--- src/rtl/key_entry_sseg_if.sv ---
// ---------------------------------------------------------------------------
// key_entry_sseg_if
//   Bundles the key-entry / display signals of key_entry_sseg so the block
//   and its environment connect through one port.
//
//   keyin      4   hex key code from the keypad scanner (holds last key)
//   clr        1   synchronous level clear of the entry register
//   an         4   digit enables, active-low, an[0] = rightmost digit
//   seg        7   segments {g,f,e,d,c,b,a}, active-low
//   dp         1   decimal point, active-low (lit = overflow flag)
//   digits    16   entry register, digits[3:0] = newest digit
//   key_event  1   one-cycle pulse when a key is committed
//   state      2   entry FSM state (debug visibility)
//
//   Handshake: key_event is a valid-only strobe with no ready. It is high
//   for exactly one clock per committed key, digits already holds the new
//   value in that same cycle, and the consumer must sample it then; the
//   block never stalls or repeats a strobe.
//
//   master: the keypad/host side (drives keyin/clr).
//   slave : key_entry_sseg itself.
// ---------------------------------------------------------------------------
interface key_entry_sseg_if;
    logic [3:0]  keyin;
    logic        clr;
    logic [3:0]  an;
    logic [6:0]  seg;
    logic        dp;
    logic [15:0] digits;
    logic        key_event;
    logic [1:0]  state;

    modport master (
        output keyin, clr,
        input  an, seg, dp, digits, key_event, state
    );

    modport slave (
        input  keyin, clr,
        output an, seg, dp, digits, key_event, state
    );
endinterface

--- src/rtl/key_entry_sseg.sv ---
// ---------------------------------------------------------------------------
// key_entry_sseg
//   Filters the keypad scanner's hex code, shifts accepted keys into a
//   4-digit entry register and time-multiplexes that register onto a 4-digit
//   common-anode seven-segment display.
//
//   Parameters
//     STABLE_CYCLES  cycles keyin must hold a new value before acceptance (>=2)
//     REFRESH_DIV    cycles each digit is lit before advancing (>=2)
//   Ports
//     clk   system clock
//     rst   synchronous, active-high reset
//     bus   key_entry_sseg_if.slave (keyin, clr in; an, seg, dp, digits,
//           key_event, state out)
// ---------------------------------------------------------------------------
module key_entry_sseg #(
    parameter int STABLE_CYCLES = 1000,
    parameter int REFRESH_DIV   = 100000
) (
    input  logic              clk,
    input  logic              rst,
    key_entry_sseg_if.slave   bus
);

    localparam int SW = $clog2(STABLE_CYCLES);
    localparam int RW = $clog2(REFRESH_DIV);
    // Compared against the pre-increment count so that the cycle in which
    // the count reaches STABLE_CYCLES-1 is also the cycle that enters COMMIT.
    localparam logic [SW-1:0] STAB_PRE = SW'(STABLE_CYCLES - 2);
    localparam logic [RW-1:0] CNT_LAST = RW'(REFRESH_DIV - 1);

    typedef enum logic [1:0] {
        S_WAIT   = 2'd0,
        S_QUAL   = 2'd1,
        S_COMMIT = 2'd2
    } state_t;

    state_t        state;
    logic [3:0]    k_q;
    logic [3:0]    cand;
    logic [3:0]    accepted;
    logic [SW-1:0] stab_cnt;
    logic [15:0]   digits;
    logic [2:0]    count;
    logic          ovf;
    logic          key_event;
    logic [RW-1:0] cnt;
    logic [1:0]    idx;
    logic [3:0]    an;
    logic [6:0]    seg;
    logic          dp;

    function automatic logic [6:0] glyph(input logic [3:0] h);
        logic [6:0] g;
        case (h)
            4'h0: g = 7'b1000000;
            4'h1: g = 7'b1111001;
            4'h2: g = 7'b0100100;
            4'h3: g = 7'b0110000;
            4'h4: g = 7'b0011001;
            4'h5: g = 7'b0010010;
            4'h6: g = 7'b0000010;
            4'h7: g = 7'b1111000;
            4'h8: g = 7'b0000000;
            4'h9: g = 7'b0010000;
            4'hA: g = 7'b0001000;
            4'hB: g = 7'b0000011;
            4'hC: g = 7'b1000110;
            4'hD: g = 7'b0100001;
            4'hE: g = 7'b0000110;
            default: g = 7'b0001110;
        endcase
        return g;
    endfunction

    always_ff @(posedge clk) begin
        if (rst) begin
            state     <= S_WAIT;
            k_q       <= 4'h0;
            cand      <= 4'h0;
            accepted  <= 4'h0;
            stab_cnt  <= '0;
            digits    <= 16'h0000;
            count     <= 3'd0;
            ovf       <= 1'b0;
            key_event <= 1'b0;
            cnt       <= '0;
            idx       <= 2'd0;
            an        <= 4'b1111;
            seg       <= 7'b1111111;
            dp        <= 1'b1;
        end else begin
            k_q       <= bus.keyin;
            key_event <= 1'b0;

            case (state)
                S_WAIT: begin
                    if (k_q != accepted) begin
                        cand     <= k_q;
                        stab_cnt <= '0;
                        state    <= S_QUAL;
                    end
                end
                S_QUAL: begin
                    if (k_q != cand) begin
                        state <= S_WAIT;
                    end else begin
                        stab_cnt <= stab_cnt + 1'b1;
                        if (stab_cnt == STAB_PRE) begin
                            state <= S_COMMIT;
                        end
                    end
                end
                S_COMMIT: begin
                    accepted  <= cand;
                    digits    <= {digits[11:0], cand};
                    if (count == 3'd4) begin
                        ovf <= 1'b1;
                    end else begin
                        count <= count + 3'd1;
                    end
                    key_event <= 1'b1;
                    state     <= S_WAIT;
                end
                default: state <= S_WAIT;
            endcase

            // Clear overrides a coincident commit for the entry register
            // only; accepted still updates so a held key is not re-entered.
            if (bus.clr) begin
                digits <= 16'h0000;
                count  <= 3'd0;
                ovf    <= 1'b0;
                state  <= S_WAIT;
            end

            if (cnt == CNT_LAST) begin
                cnt <= '0;
                idx <= idx + 2'd1;
            end else begin
                cnt <= cnt + 1'b1;
            end

            // Display drive is registered from the current idx, so it lags
            // idx by one cycle.
            an  <= ~(4'b0001 << idx);
            seg <= ({1'b0, idx} >= count) ? 7'b1111111
                                          : glyph(digits[{idx, 2'b00} +: 4]);
            dp  <= ~(ovf && (idx == 2'd0));
        end
    end

    assign bus.an        = an;
    assign bus.seg       = seg;
    assign bus.dp        = dp;
    assign bus.digits    = digits;
    assign bus.key_event = key_event;
    assign bus.state     = state;

endmodule

--- src/flat_wrapper.sv ---
// flat-port wrapper written by rule: the top's interface ports become plain ports
module key_entry_sseg_flat 
#(
    parameter int STABLE_CYCLES = 1000,
    parameter int REFRESH_DIV   = 100000
)
  (clk, rst, bus_keyin, bus_clr, bus_an, bus_seg, bus_dp, bus_digits, bus_key_event, bus_state);
  key_entry_sseg_if bus_i ();
  input  logic clk;
  input  logic rst;
  input wire logic [$bits(bus_i.keyin)-1:0] bus_keyin;
  input wire logic [$bits(bus_i.clr)-1:0] bus_clr;
  output wire logic [$bits(bus_i.an)-1:0] bus_an;
  output wire logic [$bits(bus_i.seg)-1:0] bus_seg;
  output wire logic [$bits(bus_i.dp)-1:0] bus_dp;
  output wire logic [$bits(bus_i.digits)-1:0] bus_digits;
  output wire logic [$bits(bus_i.key_event)-1:0] bus_key_event;
  output wire logic [$bits(bus_i.state)-1:0] bus_state;
  assign bus_i.keyin = bus_keyin;
  assign bus_i.clr = bus_clr;
  assign bus_an = bus_i.an;
  assign bus_seg = bus_i.seg;
  assign bus_dp = bus_i.dp;
  assign bus_digits = bus_i.digits;
  assign bus_key_event = bus_i.key_event;
  assign bus_state = bus_i.state;
  key_entry_sseg #(.STABLE_CYCLES(STABLE_CYCLES), .REFRESH_DIV(REFRESH_DIV)) u_core (.clk(clk), .rst(rst), .bus(bus_i));
endmodule
--- config.mk ---
export PLATFORM = sky130hd
export DESIGN_NAME = key_entry_sseg_flat
export DESIGN_NICKNAME = d
export VERILOG_FILES = /design/src/rtl/key_entry_sseg_if.sv /design/src/rtl/key_entry_sseg.sv /design/src/flat_wrapper.sv
export SDC_FILE = /design/constraint.sdc
export NUM_CORES = 1
export LEC_CHECK = 0
export BUFFER_PORTS_ARGS = -buffer_cell sky130_fd_sc_hd__buf_2
export CELL_PAD_IN_SITES_DETAIL_PLACEMENT = 1
export CELL_PAD_IN_SITES_GLOBAL_PLACEMENT = 1
export CORE_ASPECT_RATIO = 0.6
export CORE_MARGIN = 2
export CORE_UTILIZATION = 47
export DETAILED_ROUTE_END_ITERATION = 10
export GPL_ROUTABILITY_DRIVEN = 0
export PLACE_DENSITY = 0.88
export REMOVE_ABC_BUFFERS = 1
export SKIP_LAST_GASP = 1
export SLEW_MARGIN = 20
export SYNTH_ARGS = -nofsm -noshare
export SYNTH_HDL_FRONTEND = slang
export SYNTH_SLANG_ARGS = --single-unit
export TNS_END_PERCENT = 100
--- constraint.sdc ---
create_clock -name clk -period 6 [get_ports clk]
set_input_delay 0.3 -clock clk [delete_from_list [all_inputs] [get_ports clk]]
set_output_delay 0.3 -clock clk [all_outputs]
set_load 0.005 [all_outputs]
==> impl_metrics.csv <==
group,metric,value,unit
outcome,outcome,"finished with violations",
outcome,failed_checks,"DRC",
floorplan,io_pins,38,
detailed_routing,route.vias.total,2848,
cts,cts_tree,"yes",
worst_hold_path,min_path_cells,2,
floorplan,core_region_area,6790,um^2
worst_setup_path,end_kind,"flop",
cts,ctsResizeCount,0,
layout,layout_commonest_cell,"dfxtp_1",
sta,timing.final.crit_share,37.6,%
cts,post-cts-setup-buffers,0,
layout,finalCoreUtilization,57.4,%
cts,cts_htree_levels,3,
placed_design,hpwl,6420,um
global_routing,grt_overflow_total,0,
placed_design,dp.cells,491,
cts,clk_latency,340,ps
worst_hold_path,hold_class,"in -> reg",
floorplan,die_w,113,um
cts,cts_sinks,76,
cts,clockRootBuffer,"clkbuf_16",
sta,hold_viol_final,0,
power,vdd_drop_max,169,uV
sta,timing.hold.ws,174,ps
worst_setup_path,reg2reg_to,"u_core.bus.seg[6]$_SDFF_PP1_",
worst_setup_path,ff2ff_setup_slack,3750,ps
floorplan,die_h,69.3,um
logic_synthesis,syn_area,3340,um^2
layout,final_net_count,439,
worst_setup_path,critical-path-top-delay-family,"flip-flops",
global_routing,grt_pass1_wl,15100,um
logic_synthesis,postSynthAreaPerCell,8.82,um^2
worst_setup_path,critPathMaxFanout,8,
worst_setup_path,cp.arrival,2430,ps
sta,rsz0062_at_grt,"no",
logic_synthesis,synth_warnings,0,
cts,ctsHoldBuffers,0,
worst_setup_path,cpMaxStageDelayCell,"dfxtp_1",
global_routing,grt_start_max_net_pins,33,
logic_synthesis,synth_cell_types,44,
detailed_routing,viasPerCell,5.62,
cts,clkSlewWorstSetupHoldPaths,60,ps
detailed_routing,drt_iter0_markers,188,
floorplan,std_cell_rows,23,
worst_setup_path,crit-reg2reg-launch,"u_core.idx[0]$_SDFFE_PP0N_",
cts,cts_buffer_depth,2,
power,p_leak,1.48,nW
layout,insertedDiodeCount,0,
logic_synthesis,synth_largest_area_cell,"dfxtp_1",
global_routing,antenna_found_initial,0,
sta,setup-tns-final,0,ps
sta,setup_viol,0,
detailed_routing,post_drt_wl_per_cell,18.0,um
worst_setup_path,cp.depth,7,
detailed_routing,first_pass_iters,7,
floorplan,die-area,7830,um^2
worst_setup_path,crit_top_cell,"nor2_1",
sta,finalCriticalPeriod,2250,ps
sta,max_freq,0.444,GHz
logic_synthesis,synth_top_area_share,45.5,%
worst_setup_path,crit_buf_inv,1,
worst_setup_path,required,6170,ps
layout,postLayoutCellArea,3900,um^2
worst_setup_path,crit_path_end,"u_core.bus.seg[6]$_SDFF_PP1_",
sta,worst_pin_slew,980,ps
sta,finalMaxSlewViolations,0,
global_routing,first_global_vias,2905,
detailed_routing,drc,2,
layout,areaGrowthSynthToFinish,16.6,%
worst_setup_path,startpoint_type,"flop",
detailed_routing,drt-total-wl,9110,um
logic_synthesis,yosys_register_bits,76,
floorplan,start_util,49.2,%
logic_synthesis,seq_area_frac_synth,45.5,%
worst_setup_path,worstRegToRegCells,7,
layout,final_cell_mix,"dfxtp_1, nand2_1, nor2_1",
worst_setup_path,startpoint,"u_core.idx[0]$_SDFFE_PP0N_",
worst_setup_path,worstSetupPathType,"reg -> reg",
layout,drive_above_1_share,14.3,%
power,power_density,292,nW/um^2
global_routing,grt_usage,24.6,%
worst_hold_path,worstHoldStart,"bus_keyin[3]",
logic_synthesis,synth_area_leaders,"dfxtp_1, nand2_1, ha_1, xor2_1, a21oi_1",
logic_synthesis,synth_cells,379,
placed_design,place_area,3580,um^2
layout,fin_cells,507,
cts,cts_buffers,9,
worst_setup_path,worstPathCellList,"inv_1, ha_1, nand2b_1, a21oi_1, nor2_1, nor2_1, o221ai_1",
placed_design,io_buffers,37,
sta,skew,6.49,ps
detailed_routing,ant_nets,0,
worst_setup_path,slowest_delay,610,ps
job,max_cap_viol_count,0,
sta,max_slew_margin,33.8,%
[sequential cells by signal, indices dropped and copies added (netlist names)]
signal	cells
u_core.cnt	17
u_core.idx	2
u_core.stab_cnt	10
u_core.bus.state	2
u_core.bus.an	4
u_core.bus.key_event	1
u_core.ovf	1
u_core.bus.dp	1
u_core.bus.seg	7
u_core.count	3
u_core.cand	4
u_core.accepted	4
u_core.k_q	4
u_core.bus.digits	16
[layer usage]
layer / wire length [um] / global-route usage, % / part of all wire, % / vias to the layer above
li1: - / - / - / 1366
met2: 4360 / 41.0 / 48 / 62
met5: 0 / 0 / 0 / -
met3: 419 / 6.38 / 4.6 / 13
met4: 106 / 6.10 / 1.2 / 0
met1: 4230 / 32.2 / 46 / 1407
[stage by stage]
step / setup slack [ps] / total power, W
final: 3750 / 0.00114
after global routing: 3540 / 0.00117
after CTS: 3760 / 0.00115
after detailed placement: 3800 / 0.000569
after global placement: 3920 / 0.000566
after floorplan: 4110 / 0.000552
[cells by family (layout without fill, tap and decap cells)]
group / Yosys count / after routing / share of synthesized area, %
AND/OR/NAND/NOR: 161 / 161 / 22.7
flip-flops: 76 / 76 / 45.5
buffers and inverters: 27 / 68 / 3.67
XOR/XNOR: 25 / 25 / 6.55
multiplexers: 7 / 7 / 3.59
AO/OA/AOI/OAI: 66 / 66 / 11.6
adder cells (fa/ha/maj): 17 / 17 / 6.36
[synthesized netlist by cell type (all sizes together)]
library cell,n
and3,4
clkbuf,9
o41a,1
nor2b,7
a211oi,3
mux2i,3
buf,5
xor2,19
nor2,38
ha,17
and4,2
and4b,1
nand3b,1
nand3,18
and2,2
a21oi,33
nor3,3
nor4bb,1
o41ai,1
o31ai,3
or2,3
dfxtp,76
or4b,1
xnor2,6
o21ai,15
nand2b,9
o22ai,1
o221ai,5
a31oi,2
nor4,3
or3,2
nand2,63
inv,13
o211ai,2
mux4,4
nand4,3
[how the worst min path moves through the flow]
stage                                            endpoint
final                            u_core.k_q[3]$_SDFF_PP0_
after CTS                        u_core.k_q[3]$_SDFF_PP0_
after global routing             u_core.k_q[3]$_SDFF_PP0_
after floorplan           u_core.accepted[0]$_SDFFE_PP0P_
after detailed placement         u_core.bus.dp$_SDFF_PP1_
after global placement           u_core.bus.dp$_SDFF_PP1_
[power by group]
| group | switching (W) | internal, W | total [W] |
|---|---|---|---|
| sequential | 0.00000672 | 0.000511 | 0.000517 |
| combinational | 0.0000273 | 0.0000139 | 0.0000412 |
| clock | 0.000205 | 0.000375 | 0.000580 |
[area by class of cell]
cell class / count / area (um^2)
fill: 779 / 2890
tap: 87 / 109
multi-input combinational: 276 / 1700
timing repair buffer: 39 / 200
clock inverter: 4 / 72.6
sequential: 76 / 1520
clock buffer: 12 / 246
inverter: 13 / 48.8
[worst register-to-register path: stages (launching register included)]
cell and delay (ps):
dfxtp_1 610, inv_1 170, ha_1 330, nand2b_1 140
a21oi_1 140, nor2_1 60, nor2_1 390, o221ai_1 240
Note: power is estimated with default switching activity, not from simulation.
